--- config.mk ---
export PLATFORM = sky130hd
export DESIGN_NAME = wormhole_alloc3_flat
export DESIGN_NICKNAME = d
export VERILOG_FILES = /design/src/rtl/wormhole_alloc3_pkg.sv /design/src/rtl/wormhole_alloc3_if.sv /design/src/rtl/wormhole_alloc3_arb.sv /design/src/rtl/wormhole_alloc3.sv /design/src/flat_wrapper.sv
export SDC_FILE = /design/constraint.sdc
export NUM_CORES = 1
export LEC_CHECK = 0
export ABC_AREA = 1
export BUFFER_PORTS_ARGS = -buffer_cell sky130_fd_sc_hd__buf_2
export CAP_MARGIN = 20
export CORE_MARGIN = 1
export CORE_UTILIZATION = 50
export CTS_CLUSTER_SIZE = 16
export DETAILED_ROUTE_END_ITERATION = 7
export GPL_TIMING_DRIVEN = 0
export PLACE_DENSITY = 0.8
export SYNTH_ARGS = -nofsm -noshare
export SYNTH_HDL_FRONTEND = slang
export SYNTH_SLANG_ARGS = --single-unit
--- constraint.sdc ---
create_clock -name clk -period 3.05 [get_ports clk]
set_clock_uncertainty 0.05 [all_clocks]
set_input_delay 0.915 -clock clk [delete_from_list [all_inputs] [get_ports clk]]
set_output_delay 0.915 -clock clk [all_outputs]
set_load 0.005 [all_outputs]
--- src/rtl/wormhole_alloc3_pkg.sv ---
// Shared definitions for the three-port wormhole allocator: port indices,
// flit field layout, per-output state encoding and routing helpers.
package router_pkg;

  localparam logic [1:0] PORT_0     = 2'd0;
  localparam logic [1:0] PORT_1     = 2'd1;
  localparam logic [1:0] PORT_LOCAL = 2'd2;

  // Header flit layout: length in [15:8], destination {X,Y} in [7:0]
  localparam int LEN_MSB  = 15;
  localparam int LEN_LSB  = 8;
  localparam int ADDR_MSB = 7;
  localparam int ADDR_LSB = 0;
  localparam int LEN_W    = LEN_MSB - LEN_LSB + 1;
  localparam int ADDR_W   = ADDR_MSB - ADDR_LSB + 1;

  typedef enum logic {IDLE = 1'b0, BUSY = 1'b1} out_state_t;

  // Dimension-order routing: finish X first (port 0), then Y (port 1).
  function automatic logic [1:0] xy_route(input logic [ADDR_W-1:0] dest,
                                          input logic [3:0] node_x,
                                          input logic [3:0] node_y);
    logic [1:0] port;
    if (dest == {node_x, node_y})  port = PORT_LOCAL;
    else if (dest[7:4] != node_x)  port = PORT_0;
    else                           port = PORT_1;
    return port;
  endfunction

  // A zero length field still carries the header flit itself.
  function automatic logic [LEN_W-1:0] eff_len(input logic [LEN_W-1:0] len);
    return (len == '0) ? LEN_W'(1) : len;
  endfunction

  // (p + k) mod 3 for p in 0..2, k in 0..3
  function automatic logic [1:0] port_add(input logic [1:0] p, input logic [1:0] k);
    logic [2:0] s;
    s = {1'b0, p} + {1'b0, k};
    if (s >= 3'd6)      s = s - 3'd6;
    else if (s >= 3'd3) s = s - 3'd3;
    return s[1:0];
  endfunction

endpackage

--- src/rtl/wormhole_alloc3_if.sv ---
// Allocator-side bundle: input FIFO heads, downstream backpressure, the
// per-output mux select / send strobes, input pops and observability taps.
interface wormhole_alloc3_if;
  import router_pkg::*;

  // Handshake: a flit moves on output o exactly when send[o] is high, which
  // requires a flit at the owner's head (head_valid) and a ready downstream
  // (~buffer_full_in[o]); pop[i] is the same transfer seen from input i.
  logic [2:0]             head_valid;
  logic [2:0][ADDR_W-1:0] head_addr;
  logic [2:0][LEN_W-1:0]  head_len;
  logic [2:0]             buffer_full_in;
  logic [2:0][1:0]        out_sel;
  logic [2:0]             send;
  logic [2:0]             pop;
  logic                   route_err;

  logic [2:0]             dbg_busy;
  logic [2:0][LEN_W-1:0]  dbg_remaining;
  logic [2:0][1:0]        dbg_rr_ptr;
  logic [2:0]             dbg_drop;
  logic [2:0][2:0]        dbg_grant;

  modport master (
    output head_valid, head_addr, head_len, buffer_full_in,
    input  out_sel, send, pop, route_err,
    input  dbg_busy, dbg_remaining, dbg_rr_ptr, dbg_drop, dbg_grant
  );

  modport slave (
    input  head_valid, head_addr, head_len, buffer_full_in,
    output out_sel, send, pop, route_err,
    output dbg_busy, dbg_remaining, dbg_rr_ptr, dbg_drop, dbg_grant
  );

endinterface

--- src/rtl/wormhole_alloc3_arb.sv ---
// Three-way round-robin arbiter: priority starts just after the pointer and
// wraps so the previous winner is considered last.
module rr_arbiter3
  import router_pkg::*;
(
  input  logic [2:0] req,
  input  logic [1:0] ptr,
  output logic [2:0] gnt,
  output logic [1:0] idx,
  output logic       any
);

  logic [1:0] c1, c2, c3;

  always_comb begin
    c1  = port_add(ptr, 2'd1);
    c2  = port_add(ptr, 2'd2);
    c3  = (ptr > 2'd2) ? 2'd0 : ptr;
    idx = 2'd0;
    any = 1'b0;
    if (req[c1]) begin
      idx = c1;
      any = 1'b1;
    end else if (req[c2]) begin
      idx = c2;
      any = 1'b1;
    end else if (req[c3]) begin
      idx = c3;
      any = 1'b1;
    end
    gnt = any ? (3'b001 << idx) : 3'b000;
  end

endmodule

--- src/rtl/wormhole_alloc3.sv ---
// Switch allocator for a three-port corner node: XY routing, per-output
// round-robin grant and wormhole lock, plus a per-input U-turn discard path.
module wormhole_alloc3
  import router_pkg::*;
#(
  parameter int NODE_X = 0,
  parameter int NODE_Y = 0
) (
  input logic             clk,
  input logic             rst,
  wormhole_alloc3_if.slave bus
);

  localparam logic [3:0] NX = 4'(NODE_X);
  localparam logic [3:0] NY = 4'(NODE_Y);

  out_state_t       state_q [3];
  out_state_t       state_d [3];
  logic [1:0]       owner_q [3];
  logic [1:0]       owner_d [3];
  logic [LEN_W-1:0] rem_q   [3];
  logic [LEN_W-1:0] rem_d   [3];
  logic [1:0]       rr_q    [3];
  logic [1:0]       rr_d    [3];

  logic [2:0]       drop_q, drop_d;
  logic [LEN_W-1:0] drop_rem_q [3];
  logic [LEN_W-1:0] drop_rem_d [3];
  logic             err_q, err_d;

  logic [1:0] route [3];
  logic [2:0] uturn, owns, drop_start;
  logic [2:0] req     [3];
  logic [2:0] gnt     [3];
  logic [1:0] gnt_idx [3];
  logic [2:0] gnt_any;
  logic [2:0] send, pop;

  // An input holding a lock or discarding never requests another output.
  always_comb begin
    owns = '0;
    for (int o = 0; o < 3; o++)
      if (state_q[o] == BUSY) owns[owner_q[o]] = 1'b1;
    for (int i = 0; i < 3; i++) begin
      route[i]      = xy_route(bus.head_addr[i], NX, NY);
      uturn[i]      = (route[i] == 2'(i));
      drop_start[i] = bus.head_valid[i] & uturn[i] & ~owns[i] & ~drop_q[i];
    end
    for (int o = 0; o < 3; o++) begin
      req[o] = '0;
      for (int i = 0; i < 3; i++)
        req[o][i] = bus.head_valid[i] & (route[i] == 2'(o)) & ~uturn[i]
                    & ~owns[i] & ~drop_q[i];
    end
  end

  for (genvar g = 0; g < 3; g++) begin : g_arb
    rr_arbiter3 u_arb (
      .req (req[g]),
      .ptr (rr_q[g]),
      .gnt (gnt[g]),
      .idx (gnt_idx[g]),
      .any (gnt_any[g])
    );
  end

  always_ff @(posedge clk or negedge rst) begin
    if (!rst) begin
      for (int o = 0; o < 3; o++) begin
        state_q[o] <= IDLE;
        owner_q[o] <= 2'd0;
        rem_q[o]   <= '0;
        rr_q[o]    <= 2'd0;
      end
      for (int i = 0; i < 3; i++) drop_rem_q[i] <= '0;
      drop_q <= '0;
      err_q  <= 1'b0;
    end else begin
      for (int o = 0; o < 3; o++) begin
        state_q[o] <= state_d[o];
        owner_q[o] <= owner_d[o];
        rem_q[o]   <= rem_d[o];
        rr_q[o]    <= rr_d[o];
      end
      for (int i = 0; i < 3; i++) drop_rem_q[i] <= drop_rem_d[i];
      drop_q <= drop_d;
      err_q  <= err_d;
    end
  end

  always_comb begin
    for (int o = 0; o < 3; o++) begin
      state_d[o] = state_q[o];
      owner_d[o] = owner_q[o];
      rem_d[o]   = rem_q[o];
      rr_d[o]    = rr_q[o];
      if (state_q[o] == IDLE) begin
        if (gnt_any[o]) begin
          state_d[o] = BUSY;
          owner_d[o] = gnt_idx[o];
          rem_d[o]   = eff_len(bus.head_len[gnt_idx[o]]);
        end
      end else if (send[o]) begin
        rem_d[o] = rem_q[o] - LEN_W'(1);
        if (rem_q[o] == LEN_W'(1)) begin
          state_d[o] = IDLE;
          rr_d[o]    = owner_q[o];
        end
      end
    end
    drop_d = drop_q;
    for (int i = 0; i < 3; i++) begin
      drop_rem_d[i] = drop_rem_q[i];
      if (drop_start[i]) begin
        drop_d[i]     = 1'b1;
        drop_rem_d[i] = eff_len(bus.head_len[i]);
      end else if (drop_q[i] && bus.head_valid[i]) begin
        drop_rem_d[i] = drop_rem_q[i] - LEN_W'(1);
        if (drop_rem_q[i] == LEN_W'(1)) drop_d[i] = 1'b0;
      end
    end
    err_d = err_q | (|drop_start);
  end

  always_comb begin
    send = '0;
    pop  = '0;
    for (int o = 0; o < 3; o++)
      send[o] = (state_q[o] == BUSY) & bus.head_valid[owner_q[o]]
                & ~bus.buffer_full_in[o];
    for (int o = 0; o < 3; o++)
      if (send[o]) pop[owner_q[o]] = 1'b1;
    for (int i = 0; i < 3; i++)
      if (drop_q[i] && bus.head_valid[i]) pop[i] = 1'b1;
  end

  always_comb begin
    bus.send      = send;
    bus.pop       = pop;
    bus.route_err = err_q;
    bus.dbg_drop  = drop_q;
    for (int o = 0; o < 3; o++) begin
      bus.out_sel[o]       = owner_q[o];
      bus.dbg_busy[o]      = (state_q[o] == BUSY);
      bus.dbg_remaining[o] = rem_q[o];
      bus.dbg_rr_ptr[o]    = rr_q[o];
      bus.dbg_grant[o]     = gnt[o];
    end
  end

endmodule

--- src/flat_wrapper.sv ---
// flat-port wrapper written by rule: the top's interface ports become plain ports
module wormhole_alloc3_flat import router_pkg::*;
#(
  parameter int NODE_X = 0,
  parameter int NODE_Y = 0
)
  (clk, rst, bus_head_valid, bus_head_addr, bus_head_len, bus_buffer_full_in, bus_out_sel, bus_send, bus_pop, bus_route_err, bus_dbg_busy, bus_dbg_remaining, bus_dbg_rr_ptr, bus_dbg_drop, bus_dbg_grant);
  wormhole_alloc3_if bus_i ();
  input logic clk;
  input logic rst;
  input wire logic [$bits(bus_i.head_valid)-1:0] bus_head_valid;
  input wire logic [$bits(bus_i.head_addr)-1:0] bus_head_addr;
  input wire logic [$bits(bus_i.head_len)-1:0] bus_head_len;
  input wire logic [$bits(bus_i.buffer_full_in)-1:0] bus_buffer_full_in;
  output wire logic [$bits(bus_i.out_sel)-1:0] bus_out_sel;
  output wire logic [$bits(bus_i.send)-1:0] bus_send;
  output wire logic [$bits(bus_i.pop)-1:0] bus_pop;
  output wire logic [$bits(bus_i.route_err)-1:0] bus_route_err;
  output wire logic [$bits(bus_i.dbg_busy)-1:0] bus_dbg_busy;
  output wire logic [$bits(bus_i.dbg_remaining)-1:0] bus_dbg_remaining;
  output wire logic [$bits(bus_i.dbg_rr_ptr)-1:0] bus_dbg_rr_ptr;
  output wire logic [$bits(bus_i.dbg_drop)-1:0] bus_dbg_drop;
  output wire logic [$bits(bus_i.dbg_grant)-1:0] bus_dbg_grant;
  assign bus_i.head_valid = bus_head_valid;
  assign bus_i.head_addr = bus_head_addr;
  assign bus_i.head_len = bus_head_len;
  assign bus_i.buffer_full_in = bus_buffer_full_in;
  assign bus_out_sel = bus_i.out_sel;
  assign bus_send = bus_i.send;
  assign bus_pop = bus_i.pop;
  assign bus_route_err = bus_i.route_err;
  assign bus_dbg_busy = bus_i.dbg_busy;
  assign bus_dbg_remaining = bus_i.dbg_remaining;
  assign bus_dbg_rr_ptr = bus_i.dbg_rr_ptr;
  assign bus_dbg_drop = bus_i.dbg_drop;
  assign bus_dbg_grant = bus_i.dbg_grant;
  wormhole_alloc3 #(.NODE_X(NODE_X), .NODE_Y(NODE_Y)) u_core (.clk(clk), .rst(rst), .bus(bus_i));
endmodule
==> run metrics, run 1 <==
status complete, but fails checks; violated checks setup timing; Final WS setup -0.186 ns; Gate Count Post-Synth 749; leakage 0.00344 µW; io pins 114; setup_tns -1.31 ns; area grow syn2layout 30.9%; initial antenna violation count 0; grt ovf 0; die area 0.0107 mm²; Synth area leaders dfrtp_1 (32%), nand2_1 (13%), inv_1 (8.6%); top cells by count, synth nand2_1 (173), inv_1 (118), nor2_1 (73); CP Data Required Time 2.08 ns; Row Count 36; routability cong. 0.933; Vias/cell 5.43; H-tree Lvls 3; Placement Setup Slack -0.482 ns; Routed WL per cell 14.9 µm; register area 0.00168 mm²; Pwr per Cell Area 556 mW/mm²; Final Net Count 986; clock buffer depth 2; Tot GR Track Use 29.0%; CTS tree yes; Switching Fraction 40.1%; ys async rst share 100%; initial DRC count 410; area occupied by multi-input gates 0.00320 mm²; cell with the most instances after synthesis nand2_1; global-route wire length before repair 25.0 mm; Final Max Slew Viols 0; DR vias 5704; CP Max Fanout 3; Comb pwr share 41.8%; Final ANT Viol Nets 0; Port Buffers 110; share of cells above drive strength 1 29.3%; post-synthesis sequential area ratio 32.4%; Non-Filler Instances 1050; Post-Place Cells 994; clock latency on the worst-skew pair 0.35 ns; Initial Util 52.1%; core area 0.00991 mm²; TritonCTS Sinks 67; Clock power frac 22.7%; vias in the first global route 5257; predominant post-synthesis flop cell dfrtp_1; Fillers 829; Clk pin slew, worst setup/hold paths 0.08 ns; sequential share of power 35.4%; measured slew at the worst slew-check pin 0.879 ns; Ys Warns 0; post-synth top area share 32.4%; Post-route DRC 0; Max-Cap Viols 0; pin count of the biggest net entering global routing 68; area leader, netlist dfrtp_1; DRT Pass-1 Iters 6; Post-Route WL 15.6 mm; Critical Path AT 2.27 ns; Post-synth EDFFs 0; Internal Power 2250 µW; NetSw 1510 µW; final hold vios 0; min Tclk post-route 3.24 ns; Yosys reg bits 67; Achievable Freq 309 MHz; Worst VDD drop 422 µV; Avg Synthesized Cell Area 6.90 µm²; post-synthesis cell area 0.00517 mm²; # setup viols final 12; setup repair after global routing missed its margin yes; Die Ht 104 µm; Critical Path Start Type input port; Die X 104 µm; Clock Tree Root clkbuf_8; Rel. slew slack 41.4%; cts bufs inserted 9; Critical Path End Type output pin; Worst Hold Class reg -> reg; Tcrit/Tclk final 106%; DP HPWL 11.2 mm; Inserted Diodes 0; crit path kind in -> out; synth unique cells 50
==> critical path, cell delays in order <==
cell     delay [ns]
buf_6          0.09
inv_2          0.04
nand2_2        0.06
nor3_4         0.27
nand3_2        0.12
nand2_2        0.10
nand3_2        0.09
nand2_2        0.09
nand2_2        0.06
nand2_4        0.09
nand2_8        0.07
a31oi_4        0.14
buf_2          0.13
==> power groups by stage <==
stage	Clock [µW]	Combinational, µW	Sequential, µW
2_1_floorplan	0	1020	1300
3_3_place_gp	0	1370	1330
3_5_place_dp	0	1400	1330
4_1_cts	866	1440	1320
5_1_grt	902	1780	1360
6_report	854	1570	1330
==> through the flow <==
stage	cell area [µm²]	total power, µW	utilization, %	hold slack [ns]
3_5_place_dp	5900	2730	59.5	0.419
5_1_grt	6770	4040	68.3	0.467
6_report	6770	3760	68.3	0.436
4_1_cts	6470	3630	65.3	0.439
2_1_floorplan	5180	2320	-	0.409
3_3_place_gp	5900	2700	59.5	0.400
==> layout by cell type, fill, tap and decap left out, drive strengths merged, types with 3 or more instances in the layout <==
cell type	netlist	layout
a21oi	40	40
buf	11	160
clkbuf	4	15
clkinv	3	5
conb	1	3
dfrtp	67	67
ha	18	18
inv	123	123
nand2	183	183
nand3	60	60
nand4	14	14
nor2	86	86
nor3	6	6
nor4	3	3
o211ai	11	11
o21ai	61	61
o221ai	16	16
xnor2	4	4
xor2	17	17
==> flip-flops by register name, indices dropped and copies added, names as in the netlist <==
signal,cells
u_core.bus.dbg_busy,3
u_core.bus.dbg_remaining,24
u_core.bus.out_sel,6
u_core.bus.dbg_rr_ptr,6
u_core.bus.dbg_drop,3
u_core.drop_rem_q,24
u_core.bus.route_err,1
==> layout make-up <==
class                      instances  share of cell area [%]
multi-input combinational        543                    47.3
buffer                            13                    1.11
sequential                        67                    24.8
inverter                         126                    7.21
clock buffer                      10                    2.03
tap                              133                    2.46
clock inverter                     6                    1.31
timing repair buffer             152                    13.7
==> final timing paths <==
| check | cells past startpoint | endpoint | slack [ns] | from |
|---|---|---|---|---|
| worst max-delay path | 13 | bus_dbg_grant[6] | -0.19 | bus_head_addr[3] |
| worst min-delay path | 2 | u_core.bus.route_err | 0.44 | u_core.bus.route_err |
| worst max register to register | 11 | u_core.bus.dbg_rr_ptr[1] | 0.38 | u_core.bus.out_sel[1] |
| worst min register to register | 2 | u_core.bus.route_err | 0.44 | u_core.bus.route_err |
| max in group asynchronous | 1 | u_core.bus.out_sel[0] | 1.70 | rst |
| min in group asynchronous | 1 | u_core.drop_rem_q[19] | 0.63 | rst |
==> kinds of logic (layout without fill, tap and decap cells) <==
| kind of cell | Yosys count | after routing | synth area share (%) |
|---|---|---|---|
| AOI/OAI and AO/OA | 142 | 142 | 16.4 |
| xor gates and xnor gates | 21 | 21 | 3.56 |
| adders and majority gates | 18 | 18 | 4.36 |
| buffers and inverters | 141 | 307 | 11.1 |
| DFF | 67 | 67 | 32.4 |
| other | 1 | 3 | 0.0726 |
| and+or+nand+nor | 359 | 359 | 32.0 |
==> per-layer routing <==
metal / routed length [µm] / GRT usage (%) / vias to the layer above / share of wire [%]
met5: 0 / 0 / - / 0
met4: 483 / 11.9 / 0 / 3.1
met3: 1110 / 6.36 / 42 / 7.1
met2: 7510 / 47.4 / 241 / 48
met1: 6490 / 37.1 / 2650 / 42
li1: - / - / 2771 / -
==> what timing repair did <==
action,in CTS,in global routing
endpoints found under the setup margin,10,23
hold buffers,0,0
pin swaps,17,26
buffers inserted,28,14
gates resized for setup,36,53
No activity file was read; power rests on OpenSTA's default activity.
==> run 2: changes to the inputs <==
- BUFFER_PORTS_ARGS: -buffer_cell sky130_fd_sc_hd__buf_2 -> -buffer_cell sky130_fd_sc_hd__buf_4
- CTS_CLUSTER_SIZE: 16 -> 14
- MAX_ROUTING_LAYER: unset -> met4
==> run 2 against run 1 <==
Largest power group unchanged; register-to-register slack gained 0.17 ns; die area stayed put; power shrank 0.97%; the run still ends with setup timing left.
==> run metrics, run 2 (same netlist as run 1, synthesis figures left out) <==
clock buffer depth 2; measured slew at the worst slew-check pin 0.902 ns; Critical Path Start Type input port; Initial Util 52.1%; pin count of the biggest net entering global routing 68; DRT Pass-1 Iters 8; Final WS setup -0.230 ns; Fillers 859; Port Buffers 110; violated checks setup timing; CTS tree yes; Worst Hold Class reg -> reg; Post-Place Cells 994; final core area utilization 69.1%; met2 wire len 7.99 mm; Clk pin slew, worst setup/hold paths 0.07 ns; initial antenna violation count 0; Worst VDD drop 393 µV; core area 0.00991 mm²; # setup viols final 4; register area 0.00168 mm²; wire length on met3 1.04 mm; Critical Path End Type output pin; area occupied by multi-input gates 0.00320 mm²; Post-Route WL 16.5 mm; M1 wire length 6.92 mm; cts bufs inserted 9; leakage 0.00345 µW; Final ANT Viol Nets 0; crit path kind in -> out; status complete, but fails checks; Vias/cell 5.55; vias in the first global route 5560; setup_tns -0.784 ns; share of cells above drive strength 1 26.6%; area grow syn2layout 32.6%; DR vias 5712; Max-Cap Viols 0; global-route wire length before repair 26.6 mm; Inserted Diodes 0; most frequent cells in the layout nand2_1 (164), buf_4 (127), inv_1 (111); Non-Filler Instances 1029; # hold bufs at CTS 0; clock latency on the worst-skew pair 0.35 ns; most common cell after layout, fill and taps aside nand2_1; Achievable Freq 305 MHz; CP Max Fanout 3; Tot GR Track Use 31.9%; Clock Tree Root clkbuf_8; Die Ht 104 µm; Critical Path AT 2.32 ns; io pins 114; Pwr per Cell Area 543 mW/mm²; Routed WL per cell 16.0 µm; grt ovf 0; TritonCTS Sinks 67; initial DRC count 403; H-tree Lvls 3; Rel. slew slack 39.8%; min Tclk post-route 3.28 ns; Post-route DRC 0; DP HPWL 12.1 mm; CP Data Required Time 2.08 ns; Final Max Slew Viols 0; Tcrit/Tclk final 108%; Die X 104 µm; Final Net Count 966; Fin Hold WS 0.442 ns; Top Layer Used met4; die area 0.0107 mm²; Row Count 36; setup repair after global routing missed its margin yes; final hold vios 0; routability cong. 0.914
## run 2: cell types whose count changed in the layout (fill, tap and decap cells not counted), moves of 3 or more
cell,before,now
buf_2,103,3
buf_4,47,127
inv_2,12,7
o221ai_1,11,16
o221ai_2,5,0
inv_1,107,111
nand3_2,12,9
nand3_4,3,6
## run 2: worst max-delay path: stages
cell and delay (ns):
buf_6 0.10, nor2_4 0.12, nand3_4 0.10, nor2_4 0.14, buf_6 0.12, nand3_4 0.07, nand2_2 0.09, nand3_4 0.07
nand2_2 0.08, nand2_2 0.06, nand2_4 0.10, nand2_8 0.06, a31oi_4 0.17, buf_6 0.12
## run 2: path summary, 6_finish.rpt
| check | startpoint | end | slack (ns) | cells past startpoint |
|---|---|---|---|---|
| worst max-delay path | bus_head_addr[5] | bus_dbg_grant[6] | -0.23 | 14 |
| worst min-delay path | u_core.bus.route_err | u_core.bus.route_err | 0.44 | 2 |
| worst max register to register | u_core.bus.out_sel[2] | u_core.bus.dbg_remaining[8] | 0.55 | 18 |
| worst min register to register | u_core.bus.route_err | u_core.bus.route_err | 0.44 | 2 |
| max in group asynchronous | rst | u_core.bus.out_sel[0] | 1.68 | 1 |
| min in group asynchronous | rst | u_core.drop_rem_q[20] | 0.63 | 1 |
## run 2: metal layers
layer / vias up / GRT usage [%]
met2: 239 / 52.5
met5: - / -
met1: 2684 / 38.7
li1: 2731 / -
met4: 0 / 13.6
met3: 58 / 5.41
## run 2: area by class of cell
| cell class | instances | share of cell area (%) |
|---|---|---|
| well taps | 133 | 2.43 |
| clock buffers | 13 | 2.32 |
| repair buffers | 132 | 15.1 |
| inverters | 126 | 7.21 |
| flip-flops and latches | 67 | 24.5 |
| multi-input cells | 543 | 46.8 |
| clock inverters | 2 | 0.511 |
| plain buffers | 13 | 1.10 |
## run 2: repair_timing
item,in CTS,in global routing
pin swaps,16,20
endpoints found under the setup margin,10,9
gates resized for setup,43,45
buffers inserted,18,5
## run 2: where the power goes
part | switching (µW) | internal [µW]
logic | 908 | 694
clock network | 364 | 418
registers | 226 | 1110
total | 1500 | 2220
## run 2: through the flow
stage / instance area [µm²] / total power, µW / setup WS, ns
6_report: 6850 / 3720 / -0.230
2_1_floorplan: 5180 / 2320 / 0.0207
3_3_place_gp: 6170 / 2770 / -0.450
3_5_place_dp: 6170 / 2830 / -0.477
5_1_grt: 6850 / 3990 / -0.279
4_1_cts: 6660 / 3640 / -0.248
==> run 3: changes to the inputs <==
- clock period: 3.05 -> 3.81 ns (I/O delays scaled with it)
==> run 3 against run 2 <==
First-iteration DRC count increased by 14%; die area unchanged; setup slack improved by 0.29 ns; sequential power shrank 20%; critical path type unchanged; utilization shrank 2.9 points; flip-flop and latch count unchanged; critical endpoint unchanged; largest power group unchanged; the run now ends clean; sequential share of layout area grew 1.0 points; largest cell class unchanged; via count decreased by 1.3%; wire length down 2.5%.
==> run metrics, run 3 (same netlist as run 1, synthesis figures left out) <==
status complete, no violations; Final ANT Viol Nets 0; TritonCTS Sinks 67; Max-Cap Viols 0; die area 0.0107 mm²; reg2reg setup slack 1.14 ns; global-route wire length before repair 25.9 mm; Setup crit start bus_head_addr[2]; reg2reg path depth 17; DRT Pass-1 Iters 5; Die Ht 104 µm; placed cell area 0.00617 mm²; Critical Path AT 2.56 ns; Clock Tree Root clkbuf_8; min Tclk post-route 3.75 ns; Clk pin slew, worst setup/hold paths 0.07 ns; DP HPWL 12.1 mm; Rel. slew slack 41.4%; Final WS setup 0.0556 ns; Critical Path End Type output pin; Row Count 36; Post-route DRC 0; io pins 114; Post-Route WL 16.1 mm; worst r2r dst u_core.bus.dbg_remaining[22]; CP Max Fanout 5; Initial Util 52.1%; # setup viols final 0; Tot GR Track Use 30.9%; DR vias 5635; CP Data Required Time 2.62 ns; crit path kind in -> out; vias in the first global route 5257; Inserted Diodes 0; Critical Path Sink bus_dbg_grant[6]; initial antenna violation count 0; Non-Filler Instances 1025; Final Max Slew Viols 0; Reg-to-Reg Start u_core.bus.out_sel[4]; Worst Min Path Start u_core.bus.route_err; pin count of the biggest net entering global routing 68; share of cells above drive strength 1 23.5%; Finished Cell Area 0.00657 mm²; Port Buffers 110; setup_tns 0 ns; Achievable Freq 266 MHz; final hold vios 0; Post-Place Cells 994; cts bufs inserted 9; Placement Setup Slack -0.286 ns; leakage 0.00339 µW; Hold Path Stages 2; Worst Hold Class reg -> reg; # hold bufs at CTS 0; clock buffer depth 2; Routed WL per cell 15.7 µm; grt ovf 0; Pwr per Cell Area 438 mW/mm²; initial DRC count 460; Vias/cell 5.50; most common cell after layout, fill and taps aside nand2_1; Critical Path Start Type input port; measured slew at the worst slew-check pin 0.879 ns; H-tree Lvls 3; clock latency on the worst-skew pair 0.36 ns; Tot Pwr 2880 µW; Worst VDD drop 274 µV; Final Net Count 962; Fillers 865; Tcrit/Tclk final 98.5%; Die X 104 µm; CTS tree yes; core area 0.00991 mm²; most frequent cells in the layout nand2_1 (168), buf_4 (132), inv_1 (117); area grow syn2layout 27.1%; routability cong. 0.948
[run 3: cell types whose count changed in the layout (fill, tap and decap cells not counted), sizes merged]
cell      previous run  this run
bufinv               1         0
buf                141       137
clkinvlp             1         0
clkinv               3         5
[run 3: layer usage]
layer  global-route usage (%)  routed length [µm]  up-vias
li1                         -                   -     2723
met3                     4.59                1280       44
met1                     39.6                6590     2608
met5                        -                   0        -
met2                     50.0                7760      260
met4                     10.9                 454        0
[run 3: repair_timing]
item,in CTS,in global routing
resized for setup,9,19
setup buffers,8,10
setup endpoints to repair,7,4
pin swaps,7,11
[run 3: through the flow]
| stage | utilization [%] | hold slack, ns |
|---|---|---|
| after floorplan | - | 0.409 |
| after global placement | 62.2 | 0.415 |
| after detailed placement | 62.2 | 0.420 |
| after CTS | 64.9 | 0.441 |
| after global routing | 66.3 | 0.466 |
| final | 66.3 | 0.439 |
[run 3: worst min-delay path by stage]
stage	end	slack, ns
after floorplan	u_core.drop_rem_q[17]	0.41
after CTS	u_core.bus.route_err	0.44
after detailed placement	u_core.bus.route_err	0.42
after global placement	u_core.bus.route_err	0.42
after global routing	u_core.bus.route_err	0.47
final	u_core.bus.route_err	0.44
[run 3: power breakdown]
part           switching (µW)  internal, µW
logic                     710           528
clock network             284           285
registers                 178           891
total                    1170          1700
[run 3: worst max-delay path, cell delays in order]
cell and delay, ns:
buf_4 0.11, inv_1 0.06, nand2_2 0.07, nor3_4 0.25, nand3_2 0.12, nand2_2 0.10
nand3_2 0.09, nand2_2 0.08, nand2_2 0.06, nand2_4 0.12, nand2_8 0.07, a31oi_2 0.15
buf_4 0.13
[run 3: cell type report]
class	instances	area, µm²	area share (%)
plain buffers	13	75.1	1.14
clock buffers	13	169	2.57
clock inverters	2	10.0	0.152
inverters	126	475	7.24
multi-input cells	543	3030	46.2
flip-flops and latches	67	1680	25.5
well taps	133	166	2.53
repair buffers	128	961	14.6
